**src/rtl/if_fetch_pkg.sv**
```systemverilog
// Shared definitions for the instruction-fetch stage: bus widths, control
// encodings, opcode constants, the IF state encoding and immediate helpers.
package if_fetch_pkg;

   localparam int ADDR_W       = 32;
   localparam int INST_W       = 32;
   localparam int STALL_W      = 6;
   localparam int STALL_IF_BIT = 1;

   localparam logic [31:0] ZERO32  = 32'h0000_0000;
   localparam logic        JUMP    = 1'b1;
   localparam logic        STALL   = 1'b1;
   localparam logic        DISABLE = 1'b0;

   localparam logic [6:0] OPC_JAL    = 7'b1101111;
   localparam logic [6:0] OPC_BRANCH = 7'b1100011;

   typedef enum logic [1:0] {
      IF_IDLE = 2'd0,
      IF_WAIT = 2'd1,
      IF_HOLD = 2'd2,
      IF_DROP = 2'd3
   } if_state_e;

   // Memory is word addressed; the low two PC bits never reach the bus.
   function automatic logic [ADDR_W-1:0] word_align(input logic [ADDR_W-1:0] a);
      return {a[ADDR_W-1:2], 2'b00};
   endfunction

   // Sign-extended JAL immediate.
   function automatic logic [ADDR_W-1:0] imm_j(input logic [INST_W-1:0] i);
      return {{12{i[31]}}, i[19:12], i[20], i[30:21], 1'b0};
   endfunction

   // Sign-extended conditional-branch immediate.
   function automatic logic [ADDR_W-1:0] imm_b(input logic [INST_W-1:0] i);
      return {{20{i[31]}}, i[7], i[30:25], i[11:8], 1'b0};
   endfunction

endpackage

```
**src/rtl/if_fetch_bpred.sv**
```systemverilog
// Branch predictor for the fetch stage: a table of 2-bit saturating counters
// indexed by PC word bits, plus predecode of JAL / conditional branches and
// their target adders. Only instantiated when IF_BPRED_EN is defined.
module if_bpred
   import if_fetch_pkg::*;
#(
   parameter int unsigned BHT_IDX_W = 6
) (
   input  logic              clk_in,
   input  logic              rst_n_in,
   input  logic              rdy_in,
   input  logic [ADDR_W-1:0] pc_in,
   input  logic [INST_W-1:0] inst_in,
   input  logic              upd_e_in,
   input  logic [ADDR_W-1:0] upd_pc_in,
   input  logic              upd_taken_in,
   output logic              taken_out,
   output logic [ADDR_W-1:0] pred_pc_out
);

   localparam int unsigned BHT_N = 1 << BHT_IDX_W;

   logic [1:0]           r_bht [BHT_N];
   logic [BHT_IDX_W-1:0] w_lk_idx;
   logic [BHT_IDX_W-1:0] w_up_idx;
   logic [6:0]           w_opcode;
   logic                 w_unused_upd;

   assign w_lk_idx     = pc_in[BHT_IDX_W+1:2];
   assign w_up_idx     = upd_pc_in[BHT_IDX_W+1:2];
   assign w_opcode     = inst_in[6:0];
   assign w_unused_upd = ^{upd_pc_in[ADDR_W-1:BHT_IDX_W+2], upd_pc_in[1:0]};

   // Counter table: resolved branches nudge their counter toward the outcome,
   // saturating at both ends. A same-cycle lookup reads the pre-update value.
   always_ff @(posedge clk_in or negedge rst_n_in) begin
      if (!rst_n_in) begin
         for (int i = 0; i < int'(BHT_N); i++) begin
            r_bht[i] <= 2'b01;
         end
      end else if (rdy_in && upd_e_in) begin
         if (upd_taken_in) begin
            if (r_bht[w_up_idx] != 2'b11) r_bht[w_up_idx] <= r_bht[w_up_idx] + 2'b01;
         end else begin
            if (r_bht[w_up_idx] != 2'b00) r_bht[w_up_idx] <= r_bht[w_up_idx] - 2'b01;
         end
      end
   end

   // Predecode the returning instruction and pick the predicted next PC.
   always_comb begin
      taken_out   = 1'b0;
      pred_pc_out = pc_in + 32'd4;
      if (w_opcode == OPC_JAL) begin
         taken_out   = 1'b1;
         pred_pc_out = pc_in + imm_j(inst_in);
      end else if (w_opcode == OPC_BRANCH) begin
         taken_out = r_bht[w_lk_idx][1];
         if (r_bht[w_lk_idx][1]) pred_pc_out = pc_in + imm_b(inst_in);
      end
   end

endmodule

```
**src/rtl/if_fetch.sv**
```systemverilog
// Instruction-fetch stage feeding the IF/ID register. Issues one word fetch
// at a time, buffers the returned instruction with its PC and predicted next
// PC, and handles stalls and EX redirects (including squashing a fetch that
// is already in flight). Optional dynamic prediction: IF_BPRED_EN.
module if_fetch
   import if_fetch_pkg::*;
#(
   parameter logic [ADDR_W-1:0] RESET_PC  = 32'h0000_0000,
   parameter int unsigned       BHT_IDX_W = 6
) (
   input  logic               clk_in,
   input  logic               rst_n_in,
   input  logic               rdy_in,
   input  logic [STALL_W-1:0] stall_in,
   input  logic               pcJump_in,
   input  logic [ADDR_W-1:0]  pcTarget_in,
   output logic               memReq_out,
   output logic [ADDR_W-1:0]  memAddr_out,
   input  logic               memValid_in,
   input  logic [INST_W-1:0]  memInst_in,
   output logic               IF_stallReq_out,
   output logic               instE_out,
   output logic [ADDR_W-1:0]  pc_out,
   output logic [INST_W-1:0]  inst_out,
   output logic               IF_taken_out,
   output logic [ADDR_W-1:0]  IF_pcPred_out,
   input  logic               bpUpdE_in,
   input  logic [ADDR_W-1:0]  bpUpdPc_in,
   input  logic               bpUpdTaken_in,
   output logic [1:0]         state_dbg_out
);

   // Handshake: memReq_out/memAddr_out are held stable from issue until the
   // single-cycle memValid_in pulse that carries memInst_in; a request is
   // never withdrawn early except by a redirect, after which the late
   // response is still awaited (DROP) and discarded.

   if_state_e         r_state, w_state_nxt;
   logic [ADDR_W-1:0] r_pc, w_pc_nxt;
   logic              r_mem_req, w_mem_req_nxt;
   logic [ADDR_W-1:0] r_mem_addr, w_mem_addr_nxt;
   logic              r_inst_e, w_inst_e_nxt;
   logic [ADDR_W-1:0] r_pc_o, w_pc_o_nxt;
   logic [INST_W-1:0] r_inst_o, w_inst_o_nxt;
   logic              r_taken, w_taken_nxt;
   logic [ADDR_W-1:0] r_pred, w_pred_nxt;
   logic              w_pred_taken;
   logic [ADDR_W-1:0] w_pred_pc;
   logic              w_unused_stall;

`ifdef IF_BPRED_EN
   if_bpred #(
      .BHT_IDX_W (BHT_IDX_W)
   ) u_bpred (
      .clk_in       (clk_in),
      .rst_n_in     (rst_n_in),
      .rdy_in       (rdy_in),
      .pc_in        (r_pc),
      .inst_in      (memInst_in),
      .upd_e_in     (bpUpdE_in),
      .upd_pc_in    (bpUpdPc_in),
      .upd_taken_in (bpUpdTaken_in),
      .taken_out    (w_pred_taken),
      .pred_pc_out  (w_pred_pc)
   );
`else
   logic w_unused_bp;
   assign w_unused_bp  = ^{bpUpdE_in, bpUpdPc_in, bpUpdTaken_in, (BHT_IDX_W > 0)};
   assign w_pred_taken = 1'b0;
   assign w_pred_pc    = r_pc + 32'd4;
`endif

   // Only the IF bit of the stall vector matters here.
   assign w_unused_stall = ^stall_in;

   // Next-state and next-register values; a redirect overrides everything.
   always_comb begin
      w_state_nxt    = r_state;
      w_pc_nxt       = r_pc;
      w_mem_req_nxt  = r_mem_req;
      w_mem_addr_nxt = r_mem_addr;
      w_inst_e_nxt   = r_inst_e;
      w_pc_o_nxt     = r_pc_o;
      w_inst_o_nxt   = r_inst_o;
      w_taken_nxt    = r_taken;
      w_pred_nxt     = r_pred;

      case (r_state)
         IF_IDLE: begin
            w_mem_req_nxt  = 1'b1;
            w_mem_addr_nxt = word_align(r_pc);
            w_state_nxt    = IF_WAIT;
         end
         IF_WAIT: begin
            if (memValid_in) begin
               w_mem_req_nxt = 1'b0;
               w_inst_o_nxt  = memInst_in;
               w_pc_o_nxt    = r_pc;
               w_taken_nxt   = w_pred_taken;
               w_pred_nxt    = w_pred_pc;
               w_inst_e_nxt  = 1'b1;
               w_state_nxt   = IF_HOLD;
            end
         end
         IF_HOLD: begin
            if (stall_in[STALL_IF_BIT] != STALL) begin
               w_pc_nxt     = r_pred;
               w_inst_e_nxt = 1'b0;
               w_state_nxt  = IF_IDLE;
            end
         end
         IF_DROP: begin
            w_mem_req_nxt = 1'b0;
            if (memValid_in) w_state_nxt = IF_IDLE;
         end
         default: w_state_nxt = IF_IDLE;
      endcase

      if (pcJump_in == JUMP) begin
         w_pc_nxt = pcTarget_in;
         if (r_state == IF_DROP) begin
            w_mem_req_nxt = r_mem_req;
            w_state_nxt   = IF_DROP;
         end else begin
            w_mem_req_nxt  = 1'b0;
            w_mem_addr_nxt = r_mem_addr;
            w_inst_e_nxt   = 1'b0;
            w_taken_nxt    = 1'b0;
            w_pc_o_nxt     = r_pc_o;
            w_inst_o_nxt   = r_inst_o;
            w_pred_nxt     = r_pred;
            w_state_nxt    = ((r_state == IF_WAIT) && !memValid_in) ? IF_DROP : IF_IDLE;
         end
      end
   end

   // State register; rdy_in low freezes it.
   always_ff @(posedge clk_in or negedge rst_n_in) begin
      if (!rst_n_in)   r_state <= IF_IDLE;
      else if (rdy_in) r_state <= w_state_nxt;
   end

   // PC, memory request and output buffer registers.
   always_ff @(posedge clk_in or negedge rst_n_in) begin
      if (!rst_n_in) begin
         r_pc       <= RESET_PC;
         r_mem_req  <= DISABLE;
         r_mem_addr <= ZERO32;
         r_inst_e   <= 1'b0;
         r_pc_o     <= ZERO32;
         r_inst_o   <= ZERO32;
         r_taken    <= 1'b0;
         r_pred     <= ZERO32;
      end else if (rdy_in) begin
         r_pc       <= w_pc_nxt;
         r_mem_req  <= w_mem_req_nxt;
         r_mem_addr <= w_mem_addr_nxt;
         r_inst_e   <= w_inst_e_nxt;
         r_pc_o     <= w_pc_o_nxt;
         r_inst_o   <= w_inst_o_nxt;
         r_taken    <= w_taken_nxt;
         r_pred     <= w_pred_nxt;
      end
   end

   assign memReq_out      = r_mem_req;
   assign memAddr_out     = r_mem_addr;
   assign IF_stallReq_out = (r_state == IF_WAIT) || (r_state == IF_DROP);
   assign instE_out       = r_inst_e;
   assign pc_out          = r_pc_o;
   assign inst_out        = r_inst_o;
   assign IF_taken_out    = r_taken;
   assign IF_pcPred_out   = r_pred;
   assign state_dbg_out   = r_state;

endmodule

```
**config.mk**
```make
export PLATFORM = sky130hd
export DESIGN_NAME = if_fetch
export DESIGN_NICKNAME = d
export VERILOG_FILES = /design/src/rtl/if_fetch_pkg.sv /design/src/rtl/if_fetch_bpred.sv /design/src/rtl/if_fetch.sv
export SDC_FILE = /design/constraint.sdc
export NUM_CORES = 1
export LEC_CHECK = 0
export BUFFER_PORTS_ARGS = -buffer_cell sky130_fd_sc_hd__buf_4
export CORE_MARGIN = 5
export CORE_UTILIZATION = 54
export CTS_CLUSTER_DIAMETER = 40
export DETAILED_ROUTE_END_ITERATION = 10
export PLACE_DENSITY_LB_ADDON = 0.15
export SYNTH_ARGS = -nofsm -noshare
export SYNTH_HDL_FRONTEND = slang
export SYNTH_SLANG_ARGS = --single-unit
```
**constraint.sdc**
```tcl
create_clock -name clk_in -period 4.4 [get_ports clk_in]
set_input_delay 0.44 -clock clk_in [delete_from_list [all_inputs] [get_ports clk_in]]
set_output_delay 0.44 -clock clk_in [all_outputs]
set_load 0.01 [all_outputs]
```
==> results list, run 1 <==
- Pin count of the biggest net entering global routing: 88
- In this run the vertical extent of the chip is 124.4 um.
* HPWL after detailed placement: 12.38 mm
- Diodes inserted: 0
- Power density over the cells: around 690 nW/um^2
- TritonCTS clock tree: yes
* Final cycle utilization of the critical path: 0.5623
- The number of setup buffers added after CTS is 0.
- Post-synth EDFFs: 0
- The clock period could shrink to 2.474 ns.
- In the final design database the tool counted 1006 nets.
* Share of the core filled with cells: 0.7244
- Average footprint of a synthesized cell: 9.932 um^2
* Final standard cell count with taps included and fillers excluded: 1074
- M2 GR Usage: 0.3982
* Vias after detailed routing: 5748
- Clock slew seen by the registers of the worst setup and hold paths: ~0.06 ns
- In the final routed layout, each cell accounts on average for 17.06 um.
- Routed Antenna Nets: 0
* Setup repair after global routing missed its margin: no
- OpenSTA, run right after detailed placement, puts the worst setup slack at 1.619 ns.
* Total I/O pin count: 243
- Headroom to the max-slew limit: 0.3956
* Count of distinct cell types in the synthesized netlist: 44
- The design draws 6.352 mW.
- The via count of the first global-routing pass is 5929.
* Leakage: ~4.7 nW
- Post-route DRC violation count: 0
- The initial antenna violation count came to 0.
* RD Place Congestion: a little over 0.8
- In the final layout, the share of cells above drive strength 1 is 0.3060.
* Setup slack after layout: 1.926 ns
- Root cell of the clock tree: sky130_fd_sc_hd__clkbuf_16
- For this run, the total global-route usage over all layers was measured as 0.2385.
* Actual slew at the worst max-slew pin: 0.9066 ns
* Area of the mapped netlist: 7062 um^2
- In the global route stage, met1 resource usage came out at 0.2960.
- For the worst setup path, the data required time is 4.75 ns.
* Most used DFF post-synth: sky130_fd_sc_hd__dfrtp_1
* Nature of the critical path startpoint: register
* Crit-path max FO: 79
- For this design, the CTS-stage hold fixing added 0 buffers.
- Global-route wire length before repair: 30.17 mm
- Type of the setup path with the least slack: reg2reg
* Final-report max-slew violation count: 0
* Skew final: 0.005425 ns
- The floorplan step defined a die boundary enclosing around 15000 um^2.
- Starting density of the core: 0.5551
- The library cell used most frequently in the layout, excluding fill and tap cells, is sky130_fd_sc_hd__nand2_1.
* Commonest non-fill, non-tap cells in the layout: sky130_fd_sc_hd__nand2_1 (254), sky130_fd_sc_hd__buf_4 (206), sky130_fd_sc_hd__dfrtp_1 (161), sky130_fd_sc_hd__o21ai_0 (55), sky130_fd_sc_hd__mux2i_1 (32)
- met2 is the most crowded layer.
* Detailed-route vias per instance: 5.352
- Gate count of the mapped netlist: 711
- At the worst endpoint, the arrival time is 2.83 ns.
* Skew-Pair Late Insertion Delay: between 0.4 and 0.5 ns
- The path class of the tightest hold or removal check is in2async.
- Number of register bits inferred by synthesis: 161
- Setup violations remaining at the end of the flow were counted as 0.
- The share of the Yosys chip area taken by registers is 0.5705.
- Site row count: slightly above 40
- The hold violation count in the final report came to 0.
- The clock passes through at most 2 buffers.
* Layout area overhead: 30.51%
- The worst setup path is captured at a register.
* # clock sinks: 161
- Run status: finished, final reports clean
- Cells after DPL: 1044
- Number of synthesis warnings: 0
- For this run the aggregate overflow at the end of global routing stands at 0.
- For this block, the initial DRC count from the detailed router was 341.
- Number of CTS-inserted buffers: 17
- Measured along the x axis, the die boundary spans 124.4 um.
- Port buffering added roughly 200 buffers.
- Detailed Routing Iterations Pass 1: 6
* Core Box Area: 12720 um^2
* Highest Clock Rate: 404.2 MHz
- Worst ir drop on vdd: 0.3450 mV
* Met3 Use GR: 0.06990
* Level count of the clock H-tree: 4
- In the synthesized netlist the async set-or-reset flop fraction comes to 1.000.
* Routed wire length: approximately 18 mm
- Resized cells post-CTS: 0
- Counting cells, the worst reg-to-reg path comes to 6.
* Max capacitance violation total: 0
* Setup tns final: 0 ns
[Yosys cell counts (3+ instances only)]
master,instances,area share
sky130_fd_sc_hd__nor4_1,4,0.0035
sky130_fd_sc_hd__o31ai_1,8,0.0085
sky130_fd_sc_hd__nand2_1,254,0.14
sky130_fd_sc_hd__ha_1,6,0.011
sky130_fd_sc_hd__buf_6,3,0.0048
sky130_fd_sc_hd__buf_4,5,0.0053
sky130_fd_sc_hd__clkbuf_2,3,0.0021
sky130_fd_sc_hd__nor3_1,3,0.0021
sky130_fd_sc_hd__a21oi_1,3,0.0021
sky130_fd_sc_hd__o211ai_1,7,0.0074
sky130_fd_sc_hd__mux2i_1,32,0.045
sky130_fd_sc_hd__dfrtp_1,161,0.57
sky130_fd_sc_hd__nand3_1,17,0.012
sky130_fd_sc_hd__nor2_1,12,0.0064
sky130_fd_sc_hd__and3_1,4,0.0035
sky130_fd_sc_hd__buf_1,6,0.0032
sky130_fd_sc_hd__xnor2_1,12,0.015
sky130_fd_sc_hd__inv_1,6,0.0032
sky130_fd_sc_hd__buf_2,3,0.0021
sky130_fd_sc_hd__mux2_2,30,0.048
sky130_fd_sc_hd__a31oi_1,7,0.0062
sky130_fd_sc_hd__or4_1,14,0.015
sky130_fd_sc_hd__and2_1,4,0.0035
sky130_fd_sc_hd__clkbuf_1,26,0.014
sky130_fd_sc_hd__o21ai_0,55,0.039
[power by group]
group          leakage, nW  switching [mW]  internal [mW]
logic                 2.34            1.06           1.14
clock network        0.295           0.547          0.917
registers             2.07           0.571           2.12
total                 4.70            2.18           4.17
[worst max-delay path, stage by stage (launching register included)]
cell and delay [ns]:
sky130_fd_sc_hd__dfrtp_1 0.44, sky130_fd_sc_hd__ha_1 0.29, sky130_fd_sc_hd__or2b_2 0.34, sky130_fd_sc_hd__or2b_4 0.74
sky130_fd_sc_hd__buf_4 0.38, sky130_fd_sc_hd__nand2_1 0.10, sky130_fd_sc_hd__nand2_1 0.08
[cells by family after synthesis]
family                   synth area share
XOR/XNOR                          0.01736
multiplexers                      0.09320
other                           0.0005310
AND/OR/NAND/NOR                    0.2014
AO/OA/AOI/OAI                     0.06981
flip-flops                         0.5705
adder cells (fa/ha/maj)           0.01063
buffers and inverters             0.03650
[metal layers]
layer | part of all wire | vias up
met5 | 0 | -
met4 | 0.022 | 0
met3 | 0.068 | 30
met2 | 0.50 | 185
met1 | 0.41 | 2804
li1 | - | 2729
[path summary, 6_finish.rpt]
path	startpoint	endpoint	slack, ns
max in group asynchronous	rst_n_in	pc_out[9]$_DFFE_PN0P_	3.29
worst min register to register	pc_out[21]$_DFFE_PN0P_	pc_out[21]$_DFFE_PN0P_	0.47
min in group clk_in	memInst_in[19]	inst_out[19]$_DFFE_PN0P_	0.21
worst max-delay path	state_dbg_out[0]$_DFFE_PN0P_	inst_out[5]$_DFFE_PN0P_	1.93
worst max register to register	state_dbg_out[0]$_DFFE_PN0P_	inst_out[5]$_DFFE_PN0P_	1.93
worst min-delay path	rst_n_in	memAddr_out[23]$_DFFE_PN0P_	0.07
[registers in the layout (all words and copies together), names as in the netlist]
| register | count |
|---|---|
| IF_taken_out | 1 |
| IF_pcPred_out | 32 |
| instE_out | 1 |
| pc_out | 30 |
| memReq_out | 1 |
| inst_out | 32 |
| r_pc | 32 |
| state_dbg_out | 2 |
| memAddr_out | 30 |
[metrics by stage]
step / area, um^2 / hold slack, ns
global placement: 8626 / 0.4559
detailed placement: 8626 / 0.4579
finish: 9216 / 0.06654
global route: 9216 / 0.1528
CTS: 9216 / 0.09814
floorplan: 7066 / 0.1444
[area by class of cell]
cell class                      count  area, um^2
Multi-Input combinational cell    498        2801
Inverter                            6       22.52
Tap cell                          172       215.2
Timing Repair Buffer              207        1558
Clock buffer                       25       515.5
Clock inverter                      5       75.07
Sequential cell                   161        4029
Fill cell                         932        3506
Note: power is estimated with default switching activity, not from simulation.
==> run 2, diff against run 1 <==
ABC_AREA = 1   (was not set)
CORE_UTILIZATION = 51   (was 54)
clock period = 2.6 ns   (was 4.4 ns; I/O delays follow)
==> run 2 against run 1 <==
Effect of this change: sequential cell count unchanged; fmax increased by 21%; count of clock-buffer cells in the layout down 6; final cell count grew 14%; worst setup slack worse by 1.4 ns; sequential share of layout area shrank 1.3 points; core utilization down 3.8 points; non-clock buffer count increased by 8; clock skew grew 0.0030 ns; synthesized cell count grew 18%; largest cell class unchanged; largest power group unchanged; highest routed layer unchanged.
==> results list, run 2 <==
* Run status: finished, final reports clean
- TritonCTS built the clock tree.
- The number of iterations in the first detailed-routing pass came to 5 (-1).
- Area of the mapped netlist: 7184 um^2 (+1.7%)
* Synth cell count leaders: sky130_fd_sc_hd__nand2_1 (263), sky130_fd_sc_hd__dfrtp_1 (161), sky130_fd_sc_hd__o21ai_0 (61), sky130_fd_sc_hd__inv_1 (58)
* Cells after DPL: 1188 (+14%)
- Setup tns final: 0 ns (unchanged)
- Filler Cell Count: 1163 (+25%)
- CTS placed an instance of sky130_fd_sc_hd__clkbuf_16 at the clock tree root.
- Gate power share: 0.365 (+0.019)
- The worst stage delay on the critical path was 0.43 ns (-0.31 ns).
- Proportion of synthesized flip-flops having asynchronous set or reset: 1.000 (unchanged)
- The number of vias after detailed routing was 6386 (+11%).
* Sw Pwr: 3.953 mW (+81%)
- The number of buffers created by CTS came to 17 (unchanged).
- Number of register bits inferred by synthesis: 161 (unchanged)
- Area contributors post-synth: sky130_fd_sc_hd__dfrtp_1 (56%), sky130_fd_sc_hd__nand2_1 (14%), sky130_fd_sc_hd__o21ai_0 (4.2%)
- The total global routing overflow was 0 (unchanged).
- The number of core rows was 43 (+4.9%).
- Compared with the post-synthesis result, the final layout area differs by 32.08%.
- Internal: 7.128 mW (+71%)
- The pin count of the biggest net entering global routing came to 61 (-31%).
- The post-CTS setup buffer count was 0 (unchanged).
- The minimum clock period was 2.053 ns (-0.4210 ns).
- Class of the most critical hold timing path: in2reg
- Skew-Pair Late Insertion Delay: 0.42 ns (about the same)
* Die ar.: 16560 um^2 (+7.1%)
- Detailed-route vias per instance: 5.230 (-2.3%)
- The required time of the critical path is 2.95 ns (-1.80 ns).
- The count of routing violations after the opening detailed-route iteration came to 451 (+32%).
- The mean cell area of the mapped netlist is 8.573 um^2 (-14%).
- The clock skew came to 0.008449 ns (+0.003024 ns).
- The final setup violation count was 0 (unchanged).
* Diodes inserted: 0 (unchanged)
- The HPWL after detailed placement is 13.60 mm (+9.9%).
- Gate count of the mapped netlist: 838 (+18%)
- Starting density of the core: 0.5196 (-0.03548)
- Among all stages on the critical path, the largest delay is contributed by sky130_fd_sc_hd__dfrtp_1.
- Number of endpoints with negative hold slack in the final report: 0 (unchanged)
- The worst-margin pin slew came to 0.5067 ns (-0.3999 ns).
* Worst ir drop on vdd: 0.5347 mV (+55%)
- The library cell used most frequently in the layout, excluding fill and tap cells, is sky130_fd_sc_hd__nand2_1.
- Level count of the clock H-tree: 4 (unchanged)
* Clock slew seen by the registers of the worst setup and hold paths: 0.07 ns (about the same)
- The count of instances resized after the clock tree is built was 0 (unchanged).
* Final-report max-slew violation count: 0 (unchanged)
- Post-route DRC violation count: 0 (unchanged)
- The final weighted congestion in routability-driven placement was 0.8638 (+5.5%).
* Library cell occupying the most area in the post-synthesis netlist: sky130_fd_sc_hd__dfrtp_1
- The count of buffering cells on the critical path with inverters included was 3 (+2).
* Final standard cell count with taps included and fillers excluded: 1221 (+14%)
* Proportion of synthesized chip area in sequential cells: 0.5608 (-0.009737)
* Commonest non-fill, non-tap cells in the layout: sky130_fd_sc_hd__nand2_1 (262), sky130_fd_sc_hd__buf_4 (208), sky130_fd_sc_hd__dfrtp_1 (161), sky130_fd_sc_hd__o21ai_0 (61), sky130_fd_sc_hd__inv_1 (58)
* Routed wire length: 19.56 mm (+6.7%)
- The final clock period utilization by the worst path was 0.7896 (+0.2273).
- Type of the setup path with the least slack: reg2reg
- Core Box Area: 13830 um^2 (+8.7%)
- The number of antenna-violating nets in the routed design came to 0 (unchanged).
- The width of the chip is 128.7 um (+3.5%).
- The count of hold-fix buffers inserted at cts came to 1 (+1).
- Total I/O pin count: 243 (unchanged)
- Dominant delay contributor by cell family on the critical path: simple AND/OR/NAND/NOR gates
- Global-route wire length before repair: 31.84 mm (+5.5%)
- Post-detailed-route wirelength per cell: 16.02 um (-6.1%)
- Number of synthesis warnings: 0 (unchanged)
* Number of antenna violations at the first check in global routing: 0 (unchanged)
- Number of nets in the final layout: 1143 (+14%)
- The cell area power density came to 1168 nW/um^2 (+69%).
* Post-synth EDFFs: 0 (unchanged)
* Clock tree buffer depth: 2 (unchanged)
- The part of the total power dissipated in sequential elements came to 0.404 (-0.019).
- Area share of the largest cell type after synthesis: 0.5608 (-0.009737)
- # clock sinks: 161 (unchanged)
- Die H: 128.7 um (+3.5%)
- Nature of the critical path startpoint: register
- Part of the total power dissipated in the clock network: 0.232 (about the same)
* Most used DFF post-synth: sky130_fd_sc_hd__dfrtp_1
* Cell-by-cell trace of the critical path: inv_1 -> ha_1 -> nand2_1 -> clkinv_1 -> nand3_4 -> buf_12 -> nor2_1 -> nand3_1 -> nand3_1
- Crit-path max FO: 58 (-27%)
* Via count of the first global-routing pass: 6172 (+4.1%)
- Headroom to the max-slew limit: 0.6622 (+0.2666)
* Switching part of the total power: 0.3567 (+0.01377)
- The number of buffer cells added on primary ports came to 201 (unchanged).
- Setup repair after global routing missed its margin: no
- The layout cell share with drive strength beyond 1 was 0.2584 (-0.04758).
* Count of distinct cell types in the synthesized netlist: 29 (-34%)
- sky130_fd_sc_hd__nand2_1 is the most common cell in the netlist.
* Most common cell on crit path: sky130_fd_sc_hd__nand3_1
- The fmax came to 487.1 MHz (+21%).
- The leakage power of the design came to 4.791 nW (+2.0%).
* Max capacitance violation total: 0 (unchanged)
- Worst path arrival time: 2.40 ns (-0.43 ns)
- The worst setup path is captured at a register.
- The global-route usage over all layers was 0.2419 (+0.003423).
==> run 2: changes by cell type after synthesis, sizes merged, moves of 8 or more <==
cell | previous run | this run
or4 | 16 | 0
o21ai | 56 | 107
xnor2 | 12 | 0
mux2i | 32 | 0
buf | 17 | 33
or2 | 1 | 26
nand2 | 254 | 264
nand3 | 18 | 51
o31ai | 8 | 0
nor2 | 12 | 54
clkbuf | 30 | 12
o211ai | 7 | 40
inv | 6 | 61
mux2 | 30 | 0
==> run 2: worst paths after layout <==
kind                                              startpoint                            end  slack [ns]  depth (start not counted)
worst max-delay path            state_dbg_out[1]$_DFFE_PN0P_  IF_pcPred_out[25]$_DFFE_PN0P_        0.55                          9
worst min-delay path                           memInst_in[5]        inst_out[5]$_DFFE_PN0P_        0.03                          3
worst max register to register  state_dbg_out[1]$_DFFE_PN0P_  IF_pcPred_out[25]$_DFFE_PN0P_        0.55                          9
worst min register to register       inst_out[1]$_DFFE_PN0P_        inst_out[1]$_DFFE_PN0P_        0.48                          2
max in group asynchronous                           rst_n_in          pc_out[8]$_DFFE_PN0P_        1.52                          3
min in group asynchronous                           rst_n_in    memAddr_out[12]$_DFFE_PN0P_        0.36                          2
==> run 2: area by class of cell <==
type / instances / area (um^2) / share of cell area
Clock buffer: 19 / 452.9 / 0.04773
Clock inverter: 13 / 161.4 / 0.01701
Inverter: 62 / 232.7 / 0.02453
Multi-Input combinational cell: 571 / 2705 / 0.2851
Sequential cell: 161 / 4029 / 0.4246
Tap cell: 180 / 225.2 / 0.02373
Timing Repair Buffer: 215 / 1683 / 0.1773
==> run 2: routing by layer <==
metal  part of all wire  vias to the layer above  global-route usage
li1                   -                     3108                   -
met1               0.44                     3033              0.3399
met2               0.46                      211              0.3695
met3              0.075                       34             0.05978
met4              0.021                        0             0.08338
met5                  0                        -                   0
==> run 2: tightest hold or removal path: stages <==
cell	delay [ns]
sky130_fd_sc_hd__buf_4	0.07
sky130_fd_sc_hd__nand2_1	0.04
sky130_fd_sc_hd__nand2_1	0.04
==> run 2: power groups by stage <==
stage                     registers (mW)  clock network [mW]  logic, mW
after CTS                           4.46                2.61       4.11
after global placement              4.45                   0       4.00
after floorplan                     4.78                   0       1.54
final                               4.47                2.57       4.04
after global routing                4.63                2.72       4.48
after detailed placement            4.47                   0       4.09
==> run 2: logic make-up (layout without fill, tap and decap cells) <==
| family | Yosys count | after routing | share of synthesized area |
|---|---|---|---|
| and+or+nand+nor | 405 | 405 | 0.2349 |
| AOI/OAI and AO/OA | 155 | 155 | 0.1243 |
| other | 1 | 2 | 0.0005220 |
| buffers and inverters | 107 | 309 | 0.06531 |
| adders and majority gates | 6 | 6 | 0.01045 |
| DFF | 161 | 161 | 0.5608 |
| xor gates and xnor gates | 3 | 3 | 0.003658 |
==> run 2: metrics by stage <==
step	utilization	hold WS (ns)	instance area (um^2)	worst slack [ns]	total power [mW]
4_1_cts	0.6863	0.01197	9489	0.5586	11.18
3_3_place_gp	0.6411	0.2372	8865	0.5894	8.452
5_1_grt	0.6863	0.01911	9489	0.3773	11.84
6_report	0.6863	0.02732	9489	0.5469	11.08
3_5_place_dp	0.6411	0.2341	8865	0.5812	8.559
2_1_floorplan	-	-0.03559	7188	1.057	6.320
